--- src/rtl/pll_seq_ctrl_if.sv ---
// Configuration request bus plus the PLL dynamic-config port (PLLSTB/PLLWE/PLLADDR/PLLDATI/PLLDATO/PLLACK).
// The master side is the sequencer; the slave side is the requester and the PLL.
interface pll_seq_ctrl_if;
  logic       cfg_req;
  logic       cfg_we;
  logic [4:0] cfg_addr;
  logic [7:0] cfg_wdata;
  logic [7:0] cfg_rdata;
  logic       cfg_done;
  logic       cfg_err;
  logic       pll_stb;
  logic       pll_we;
  logic [4:0] pll_addr;
  logic [7:0] pll_dati;
  logic [7:0] pll_dato;
  logic       pll_ack;

  modport master (
    input  cfg_req, cfg_we, cfg_addr, cfg_wdata, pll_dato, pll_ack,
    output cfg_rdata, cfg_done, cfg_err, pll_stb, pll_we, pll_addr, pll_dati
  );

  modport slave (
    output cfg_req, cfg_we, cfg_addr, cfg_wdata, pll_dato, pll_ack,
    input  cfg_rdata, cfg_done, cfg_err, pll_stb, pll_we, pll_addr, pll_dati
  );
endinterface

--- src/rtl/pll_seq_ctrl.sv ---
// PLL bring-up sequencer: reset hold, lock qualification with timeout/retry, lock-loss
// recovery, and arbitration of single configuration accesses while the PLL is running.
module pll_seq_ctrl #(
  parameter int RST_HOLD     = 16,
  parameter int LOCK_STABLE  = 8,
  parameter int LOCK_TIMEOUT = 4096,
  parameter int ACK_TIMEOUT  = 15
) (
  input  logic       clk_10M_ref,
  input  logic       rst_n,
  input  logic       pll_lock,
  output logic       pll_rst,
  output logic       pll_clk_en,
  output logic       pll_ready,
  output logic       lock_fail,
  output logic [7:0] lost_cnt,
  output logic       busy,
  pll_seq_ctrl_if.master bus
);
  localparam int SW = $clog2(LOCK_STABLE + 1);
  localparam int WW = $clog2(LOCK_TIMEOUT + 1);
  localparam int AW = $clog2(ACK_TIMEOUT + 1);
  localparam logic [7:0]    HOLD_LAST = 8'(RST_HOLD - 1);
  localparam logic [SW-1:0] STAB_N    = SW'(LOCK_STABLE);
  localparam logic [WW-1:0] WAIT_LAST = WW'(LOCK_TIMEOUT - 1);
  localparam logic [AW-1:0] ACK_LAST  = AW'(ACK_TIMEOUT - 1);

  typedef enum logic [1:0] {HOLD, WAIT_LOCK, RUN, ACCESS} state_t;

  state_t        state, state_nxt;
  logic [1:0]    lock_sync;
  logic          lock_s;
  logic [7:0]    hold_cnt;
  logic [SW-1:0] stab_cnt;
  logic [WW-1:0] wait_cnt;
  logic [AW-1:0] acc_cnt;
  logic          take, rej, fin_ok, fin_to, tmo, loss, run_nxt;

  always_ff @(posedge clk_10M_ref) begin
    if (!rst_n) lock_sync <= 2'b00;
    else        lock_sync <= {lock_sync[0], pll_lock};
  end
  assign lock_s = lock_sync[1];

  always_ff @(posedge clk_10M_ref) begin
    if (!rst_n) state <= HOLD;
    else        state <= state_nxt;
  end

  // Lock loss beats a same-cycle request; an ACCESS completion beats a request that arrives with it.
  always_comb begin
    state_nxt = state;
    take      = 1'b0;
    rej       = 1'b0;
    fin_ok    = 1'b0;
    fin_to    = 1'b0;
    tmo       = 1'b0;
    loss      = 1'b0;
    case (state)
      HOLD: begin
        rej = bus.cfg_req;
        if (hold_cnt == HOLD_LAST) state_nxt = WAIT_LOCK;
      end
      WAIT_LOCK: begin
        rej = bus.cfg_req;
        if (stab_cnt == STAB_N) begin
          state_nxt = RUN;
        end else if (wait_cnt == WAIT_LAST) begin
          state_nxt = HOLD;
          tmo       = 1'b1;
        end
      end
      RUN: begin
        if (!lock_s) begin
          state_nxt = HOLD;
          loss      = 1'b1;
          rej       = bus.cfg_req;
        end else if (bus.cfg_req) begin
          state_nxt = ACCESS;
          take      = 1'b1;
        end
      end
      ACCESS: begin
        if (bus.pll_ack) begin
          fin_ok    = 1'b1;
          state_nxt = bus.pll_we ? HOLD : RUN;
        end else if (acc_cnt == ACK_LAST) begin
          fin_to    = 1'b1;
          state_nxt = RUN;
        end else begin
          rej = bus.cfg_req;
        end
      end
      default: state_nxt = HOLD;
    endcase
  end

  // Every counter restarts from zero whenever its state is (re)entered.
  always_ff @(posedge clk_10M_ref) begin
    if (!rst_n) begin
      hold_cnt <= '0;
      stab_cnt <= '0;
      wait_cnt <= '0;
      acc_cnt  <= '0;
    end else begin
      hold_cnt <= (state == HOLD && state_nxt == HOLD) ? hold_cnt + 8'd1 : '0;
      wait_cnt <= (state == WAIT_LOCK && state_nxt == WAIT_LOCK) ? wait_cnt + WW'(1) : '0;
      stab_cnt <= (state == WAIT_LOCK && state_nxt == WAIT_LOCK && lock_s) ? stab_cnt + SW'(1) : '0;
      acc_cnt  <= (state == ACCESS && state_nxt == ACCESS) ? acc_cnt + AW'(1) : '0;
    end
  end

  assign run_nxt = (state_nxt == RUN) || (state_nxt == ACCESS);

  // Outputs are flops fed from the next state so the PLL pins never see decode glitches.
  always_ff @(posedge clk_10M_ref) begin
    if (!rst_n) begin
      pll_rst       <= 1'b1;
      pll_clk_en    <= 1'b0;
      pll_ready     <= 1'b0;
      busy          <= 1'b1;
      lock_fail     <= 1'b0;
      lost_cnt      <= '0;
      bus.cfg_rdata <= '0;
      bus.cfg_done  <= 1'b0;
      bus.cfg_err   <= 1'b0;
      bus.pll_stb   <= 1'b0;
      bus.pll_we    <= 1'b0;
      bus.pll_addr  <= '0;
      bus.pll_dati  <= '0;
    end else begin
      pll_rst      <= (state_nxt == HOLD);
      pll_clk_en   <= run_nxt;
      pll_ready    <= run_nxt;
      busy         <= (state_nxt != RUN);
      bus.cfg_done <= rej | fin_ok | fin_to;
      bus.cfg_err  <= rej | fin_to;
      if (tmo) lock_fail <= 1'b1;
      if (loss && lost_cnt != 8'hFF) lost_cnt <= lost_cnt + 8'd1;
      if (fin_ok && !bus.pll_we) bus.cfg_rdata <= bus.pll_dato;
      // The PLL-side registers double as the captured request for the whole access.
      if (take) begin
        bus.pll_stb  <= 1'b1;
        bus.pll_we   <= bus.cfg_we;
        bus.pll_addr <= bus.cfg_addr;
        bus.pll_dati <= bus.cfg_wdata;
      end else if (state_nxt != ACCESS) begin
        bus.pll_stb  <= 1'b0;
        bus.pll_we   <= 1'b0;
        bus.pll_addr <= '0;
        bus.pll_dati <= '0;
      end
    end
  end
endmodule

--- src/flat_wrapper.sv ---
// flat-port wrapper written by rule: the top's interface ports become plain ports
module pll_seq_ctrl_flat 
#(
  parameter int RST_HOLD     = 16,
  parameter int LOCK_STABLE  = 8,
  parameter int LOCK_TIMEOUT = 4096,
  parameter int ACK_TIMEOUT  = 15
)
  (clk_10M_ref, rst_n, pll_lock, pll_rst, pll_clk_en, pll_ready, lock_fail, lost_cnt, busy, bus_cfg_req, bus_cfg_we, bus_cfg_addr, bus_cfg_wdata, bus_pll_dato, bus_pll_ack, bus_cfg_rdata, bus_cfg_done, bus_cfg_err, bus_pll_stb, bus_pll_we, bus_pll_addr, bus_pll_dati);
  pll_seq_ctrl_if bus_i ();
  input  logic clk_10M_ref;
  input  logic rst_n;
  input  logic pll_lock;
  output logic pll_rst;
  output logic pll_clk_en;
  output logic pll_ready;
  output logic lock_fail;
  output logic [7:0] lost_cnt;
  output logic busy;
  input wire logic [$bits(bus_i.cfg_req)-1:0] bus_cfg_req;
  input wire logic [$bits(bus_i.cfg_we)-1:0] bus_cfg_we;
  input wire logic [$bits(bus_i.cfg_addr)-1:0] bus_cfg_addr;
  input wire logic [$bits(bus_i.cfg_wdata)-1:0] bus_cfg_wdata;
  input wire logic [$bits(bus_i.pll_dato)-1:0] bus_pll_dato;
  input wire logic [$bits(bus_i.pll_ack)-1:0] bus_pll_ack;
  output wire logic [$bits(bus_i.cfg_rdata)-1:0] bus_cfg_rdata;
  output wire logic [$bits(bus_i.cfg_done)-1:0] bus_cfg_done;
  output wire logic [$bits(bus_i.cfg_err)-1:0] bus_cfg_err;
  output wire logic [$bits(bus_i.pll_stb)-1:0] bus_pll_stb;
  output wire logic [$bits(bus_i.pll_we)-1:0] bus_pll_we;
  output wire logic [$bits(bus_i.pll_addr)-1:0] bus_pll_addr;
  output wire logic [$bits(bus_i.pll_dati)-1:0] bus_pll_dati;
  assign bus_i.cfg_req = bus_cfg_req;
  assign bus_i.cfg_we = bus_cfg_we;
  assign bus_i.cfg_addr = bus_cfg_addr;
  assign bus_i.cfg_wdata = bus_cfg_wdata;
  assign bus_i.pll_dato = bus_pll_dato;
  assign bus_i.pll_ack = bus_pll_ack;
  assign bus_cfg_rdata = bus_i.cfg_rdata;
  assign bus_cfg_done = bus_i.cfg_done;
  assign bus_cfg_err = bus_i.cfg_err;
  assign bus_pll_stb = bus_i.pll_stb;
  assign bus_pll_we = bus_i.pll_we;
  assign bus_pll_addr = bus_i.pll_addr;
  assign bus_pll_dati = bus_i.pll_dati;
  pll_seq_ctrl #(.RST_HOLD(RST_HOLD), .LOCK_STABLE(LOCK_STABLE), .LOCK_TIMEOUT(LOCK_TIMEOUT), .ACK_TIMEOUT(ACK_TIMEOUT)) u_core (.clk_10M_ref(clk_10M_ref), .rst_n(rst_n), .pll_lock(pll_lock), .pll_rst(pll_rst), .pll_clk_en(pll_clk_en), .pll_ready(pll_ready), .lock_fail(lock_fail), .lost_cnt(lost_cnt), .busy(busy), .bus(bus_i));
endmodule
--- config.mk ---
export PLATFORM = sky130hd
export DESIGN_NAME = pll_seq_ctrl_flat
export DESIGN_NICKNAME = d
export VERILOG_FILES = /design/src/rtl/pll_seq_ctrl_if.sv /design/src/rtl/pll_seq_ctrl.sv /design/src/flat_wrapper.sv
export SDC_FILE = /design/constraint.sdc
export NUM_CORES = 1
export LEC_CHECK = 0
export CAP_MARGIN = 15
export CELL_PAD_IN_SITES_DETAIL_PLACEMENT = 0
export CELL_PAD_IN_SITES_GLOBAL_PLACEMENT = 1
export CORE_ASPECT_RATIO = 1.25
export CORE_MARGIN = 4
export CORE_UTILIZATION = 39
export CTS_BUF_LIST = sky130_fd_sc_hd__clkbuf_8
export DETAILED_ROUTE_END_ITERATION = 10
export PLACE_DENSITY = 0.86
export SYNTH_ARGS = -nofsm -noshare
export SYNTH_HDL_FRONTEND = slang
export SYNTH_SLANG_ARGS = --single-unit
--- constraint.sdc ---
create_clock -name clk_10M_ref -period 1.8 [get_ports clk_10M_ref]
set_input_delay 0.36 -clock clk_10M_ref [delete_from_list [all_inputs] [get_ports clk_10M_ref]]
set_output_delay 0.36 -clock clk_10M_ref [all_outputs]
set_load 0.02 [all_outputs]
==> flow_summary.yaml <==
power_and_ir_drop:
  p_clk_frac: 0.445
  ir_drop_v: 0.000509
  p_int_mw: 2.40
  p_leak_nw: 1.49
  powerDensity_nw_per_um2: 794
  seqPwrFrac: 0.519
  p_sw_frac: 0.205
  p_switching_mw: 0.619
  combinationalPowerShare: 0.036
floorplan:
  die_y_um: 102
  rows: 34
  die_x_um: 83.4
  start_util: 0.399
  pin_count: 65
  die_area_um2: 8520
  core_um2: 6930
cts:
  clk_latency_ns: 0.35
  clockBufferDepth: 2
  post-cts-setup-buffers: 0
  cts_buffers: 9
  cts_sinks: 70
  clkTransAtPathRegs_ns: 0.08
  cts-htree-levels: 3
  cts-root-buf: "clkbuf_8"
  postCtsHoldBufs: 0
  cts_tree: "done"
setup_path:
  crit_required_ns: 1.44
  slowest_stage: "clkdlybuf4s50_1"
  crit_buf_inv: 1
  rr_startpoint: "u_core.acc_cnt[0]"
  crit_chain: "clkdlybuf4s50_1"
  crit_fanout: 5
  criticalPathCategory: "flop to primary output"
  crit_path_start_kind: "flop"
  cp-end-kind: "primary output"
  cpLargestDelayFamily: "buffers and inverters"
  cp_slowest_stage_delay_ns: 0.64
  startpoint: "u_core.lost_cnt[7]"
  crit_arrival_ns: 1.39
timing:
  fin_crit_sh: 0.973
  relSlewSlack: 0.705
  fin_crit_ns: 1.75
  fin_skew_ns: 0.0124
  final.setup.tns_ns: 0
  hold_viol_final: 0
  fmax_mhz: 571
  worst_slew_pin_slew_ns: 0.439
  setup_ws_ns: 0.0490
  rsz0062_at_grt: "true"
  setup-violations-final: 0
  maxSlewViolCount: 0
route:
  num_vias: 2291
  wl_mm: 5.99
  drt-wirelength-per-cell_um: 13.0
  drt-initial-drc-count: 57
  drc: 0
  drtPass1Iterations: 4
  post_drt_via_cell_ratio: 4.96
  postRouteAntennaNets: 0
cells_and_area:
  nets: 401
  area_delta_synth_final_pct: 37.4
  drive_above_1_share: 0.113
  final-instance-count-excl-fill: 462
  stdcell_area_um2: 3800
  nFillCells: 622
  diodes: 0
  seq_area_um2: 1400
  post-route-util: 0.549
  multi_input_area_um2: 1270
global_route:
  grt_pass1_wl_mm: 10.1
  track_usage: 0.149
  grt_pass1_vias: 2177
  grt_overflow_total: 0
  antenna_found_initial: 0
  grt_max_degree: 17
place:
  pre_cts_slack_ns: -0.0824
  port_buffers: 64
  gp_congestion: 0.748
  place.detailed.hpwl_mm: 4.44
  place_inst: 446
  dpl_cell_area_um2: 3570
synth:
  synth_area_um2: 2770
  async_flop_share: 0
  ys_ff_latch: 70
  synth_top_area_cell: "dfxtp_1"
  synthMostInstantiatedCell: "dfxtp_1"
  synth.distinct_cells: 48
  synthCells: 288
  synth_edf_count: 0
  avgSynthCellArea_um2: 9.61
  yosysWarnings: 0
  yosysTopAreaCellShare: 0.506
  synthesis.nets: 322
  ys_top_cells_by_area: "dfxtp_1 51%, nor2_1 4.5%, nand2_1 4.2%"
  synthTopCellsByCount: "70 x dfxtp_1, 33 x nor2_1, 31 x nand2_1"
  ys.flop_type: "dfxtp_1"
  ys_seq_area_frac: 0.506
flow_run:
  maxCapViolCount: 0
worst_hold_path:
  hp-class: "flop to flop"
  worstHoldStart: "u_core.lock_sync[0]"
status:
  outcome: "finished, final reports clean"
[area by class of cell]
cell class                      count  share of cell area
Multi-Input combinational cell    197               0.334
Sequential cell                    70               0.368
Clock buffer                        9              0.0326
Inverter                            8             0.00789
Tap cell                           90              0.0296
Timing Repair Buffer               81               0.204
Clock inverter                      7              0.0237
[power groups by stage]
stage               clock network, mW  logic [mW]  registers, mW
floorplan                           0      0.0258           1.60
global placement                    0       0.107           1.60
detailed placement                  0       0.107           1.60
CTS                              1.39       0.108           1.57
global route                     1.46       0.116           1.57
finish                           1.34       0.107           1.57
[kinds of logic after synthesis]
| logic type | after synthesis | share of synthesized area |
|---|---|---|
| DFF | 70 | 0.506 |
| AOI/OAI and AO/OA | 49 | 0.131 |
| xor gates and xnor gates | 21 | 0.0664 |
| adders and majority gates | 7 | 0.0316 |
| buffers and inverters | 21 | 0.0389 |
| and+or+nand+nor | 120 | 0.226 |
[flip-flops by register name (all words and copies together), names as in the netlist, 2 cells and up]
signal	cells
u_core.acc_cnt	4
u_core.bus.cfg_rdata	8
u_core.bus.pll_addr	5
u_core.bus.pll_dati	8
u_core.hold_cnt	8
u_core.lock_sync	2
u_core.lost_cnt	8
u_core.stab_cnt	4
u_core.state	2
u_core.wait_cnt	13
[stage by stage]
| stage | hold WS [ns] | power (mW) |
|---|---|---|
| 6_report | 0.441 | 3.02 |
| 5_1_grt | 0.474 | 3.14 |
| 4_1_cts | 0.442 | 3.07 |
| 3_5_place_dp | 0.425 | 1.71 |
| 3_3_place_gp | 0.423 | 1.71 |
| 2_1_floorplan | 0.412 | 1.63 |
[path summary, 6_finish.rpt]
kind / end / slack, ns / cells past startpoint
worst min-delay path: u_core.lock_sync[1] / 0.44 / 1
worst min register to register: u_core.lock_sync[1] / 0.44 / 1
worst max register to register: u_core.stab_cnt[0] / 0.13 / 7
worst max-delay path: lost_cnt[7] / 0.05 / 1
[metal layers]
layer | part of all wire | vias up | global-route usage
met1 | 0.45 | 1048 | 0.168
li1 | - | 1167 | -
met3 | 0.064 | 12 | 0.0444
met4 | 0.024 | 0 | 0.0868
met5 | 0 | - | 0
met2 | 0.47 | 64 | 0.252
[placed cells by master (no fill, tap or decap), types with 2 or more instances in the layout]
master           synthesis  routed
a41oi_1                  2       2
inv_1                    7       8
nor3_1                   4       4
xor2_1                  13      13
and4_1                   4       4
a22o_1                  13      13
ha_1                     7       7
xnor2_1                  8       8
nor2_1                  33      33
a211oi_1                 2       2
or4_1                    2       2
dfxtp_1                 70      70
nand2_1                 31      31
and2_1                   5       5
nor3b_1                  2       2
bufinv_16                0       2
o21ai_0                  4       4
and4bb_2                 2       2
nand3_1                 14      14
o31ai_1                  2       2
dlymetal6s2s_1           0       4
a21oi_1                 16      16
and4b_1                  2       2
clkdlybuf4s50_1          0      57
clkbuf_8                 0       9
buf_4                    2      17
and3_1                   8       8
dlygate4sd2_1            0       3
clkinv_2                 0       2
nand4_1                  4       4
[timing repair]
item                                    CTS  global route
pin swaps                                 0             0
gates resized for setup                   3             5
endpoints found under the setup margin    3             6
endpoints found under the hold margin     0             0
(Power assumes the default switching activity.)
==> RTL change: new RTL, same settings <==
`LOCK_STABLE` is set to 8 in 2 places; all go to 16.
--- a/src/rtl/pll_seq_ctrl.sv
+++ b/src/rtl/pll_seq_ctrl.sv
@@ -4,3 +4,3 @@
   parameter int RST_HOLD     = 16,
-  parameter int LOCK_STABLE  = 8,
+  parameter int LOCK_STABLE  = 16,
   parameter int LOCK_TIMEOUT = 4096,
--- a/src/flat_wrapper.sv
+++ b/src/flat_wrapper.sv
@@ -4,3 +4,3 @@
   parameter int RST_HOLD     = 16,
-  parameter int LOCK_STABLE  = 8,
+  parameter int LOCK_STABLE  = 16,
   parameter int LOCK_TIMEOUT = 4096,
Formal check against the unedited RTL: same outputs for any inputs over 10 cycles, from zero or initial values and one cycle with rst_n low; that may be too few to reach the edited logic, so the function may still have changed.
==> RTL change against the unedited design <==
- sequential cell count rose by 1
- setup slack worse by 0.037 ns
- sequential share of layout area decreased by 1.4 points
- power decreased by 1.6%
- final area rose by 5.9%
- synthesized area rose by 0.54%
- wire length increased by 6.8%
- critical path depth is 5 higher
- highest routed layer unchanged
==> RTL change: results <==
export IMPL_pre_cts_ws_ns=-0.109
export IMPL_grt_max_degree=23
export IMPL_synthToLayoutAreaGrowth_pct=44.7
export IMPL_grt_pass1_vias=2371
export IMPL_r2r_cells=6
export IMPL_multi_input_area_share_pct=33.4
export IMPL_critPathArrivalTime_ns=2.01
export IMPL_yosysWarningCount=0
export IMPL_first_pass_iters=6
export IMPL_nonClockInverterCount=9
export IMPL_path_clk_slew_ns=0.07
export IMPL_multi_input_cells=202
export IMPL_cpPeakStageDelay_ns=0.56
export IMPL_synth_fa_ha_area_share_pct=3.15
export IMPL_status="completed"
export IMPL_drt_iter0_drc=94
export IMPL_buffers_excl_clock=93
export IMPL_clock_skew_ns=0.00899
export IMPL_ys_top_cells_by_count="71 x dfxtp_1, 41 x nor2_1, 27 x nand2_1"
export IMPL_finalInstanceArea_sq_um=4030
export IMPL_gp_congestion=0.749
export IMPL_slowest_stage="or4_4"
export IMPL_seq_share_pct=35.4
export IMPL_p_leak_nw=1.58
export IMPL_syn_nets=326
export IMPL_synth_compound_area_share_pct=12.9
export IMPL_grt_pass1_wl_um=10400
export IMPL_nonClkBufAreaFrac_pct=22.5
export IMPL_yosysUniqueCellTypes=43
export IMPL_routed_wl_um=6390
export IMPL_antenna_cells=0
export IMPL_synth_area_top_cells="dfxtp_1 51%, nor2_1 5.5%, xnor2_1 4.1%, xor2_1 4.1%, a22o_1 3.8%"
export IMPL_stdcell_count=481
export IMPL_regMostFlops="u_core.wait_cnt"
export IMPL_maxSlewHeadroom_pct=65.6
export IMPL_synth_avg_cell_area_sq_um=9.53
export IMPL_clockRootBuffer="clkbuf_8"
export IMPL_avgViaCountPerCell=5.07
export IMPL_hp_class="flop to flop"
export IMPL_clkbuf_count=10
export IMPL_n_fill_cell=609
export IMPL_peakVddDrop_mv=0.403
export IMPL_synth_seq_area_share_pct=51.1
export IMPL_place_hpwl_um=4610
export IMPL_drive_above_1_share_pct=16.1
export IMPL_cts_htree_levels=3
export IMPL_fin_nets=420
export IMPL_synth_mux_area_share_pct=0.360
export IMPL_dpl_cell_area_sq_um=3720
export IMPL_track_usage_pct=15.0
export IMPL_dp_cells=463
export IMPL_seq_cells=71
export IMPL_synthXorXnorAreaFrac_pct=8.18
export IMPL_clkCellAreaFrac_pct=5.09
==> RTL change: changes by cell type after synthesis, moves of 4 or more <==
cell     unedited run  this run
nor3_1              4         9
nand2_1            31        27
xnor2_1             8        13
nor2_1             33        41
==> RTL change: final timing paths <==
path                                     startpoint             endpoint  slack (ns)
worst max-delay path             u_core.wait_cnt[1]   u_core.stab_cnt[1]        0.01
worst min-delay path            u_core.lock_sync[0]  u_core.lock_sync[1]        0.44
worst max register to register   u_core.wait_cnt[1]   u_core.stab_cnt[1]        0.01
worst min register to register  u_core.lock_sync[0]  u_core.lock_sync[1]        0.44
==> RTL change: where the power goes <==
part / leakage (nW) / switching (mW) / total [mW] / internal, mW
Sequential: 0.575 / 0.00653 / 1.58 / 1.58
Clock: 0.0989 / 0.598 / 1.28 / 0.682
Combinational: 0.904 / 0.0379 / 0.105 / 0.0674
Total: 1.58 / 0.643 / 2.97 / 2.33
==> RTL change: routing by layer <==
layer / routed length [um] / global-route usage [%] / share of wire [%]
met5: 0 / 0 / 0
met3: 363 / 4.03 / 5.7
met4: 120 / 7.43 / 1.9
met1: 2730 / 16.4 / 43
met2: 3180 / 27.0 / 50
==> RTL change: worst max-delay path: cells and delay by family, from the launching register on <==
kind,cells,cell delay (ns)
fa+ha+maj,1,0.15
simple gates,3,0.66
buf+inv,1,0.21
compound gates,1,0.29
flops,1,0.36
==> RTL change: what timing repair did <==
item                                    CTS  global route
endpoints found under the hold margin     0             0
cloned                                    0             2
hold buffers                              0             0
resized for setup                         1            17
endpoints found under the setup margin    1            25
pin swaps                                 0             4
setup buffers                             0             0
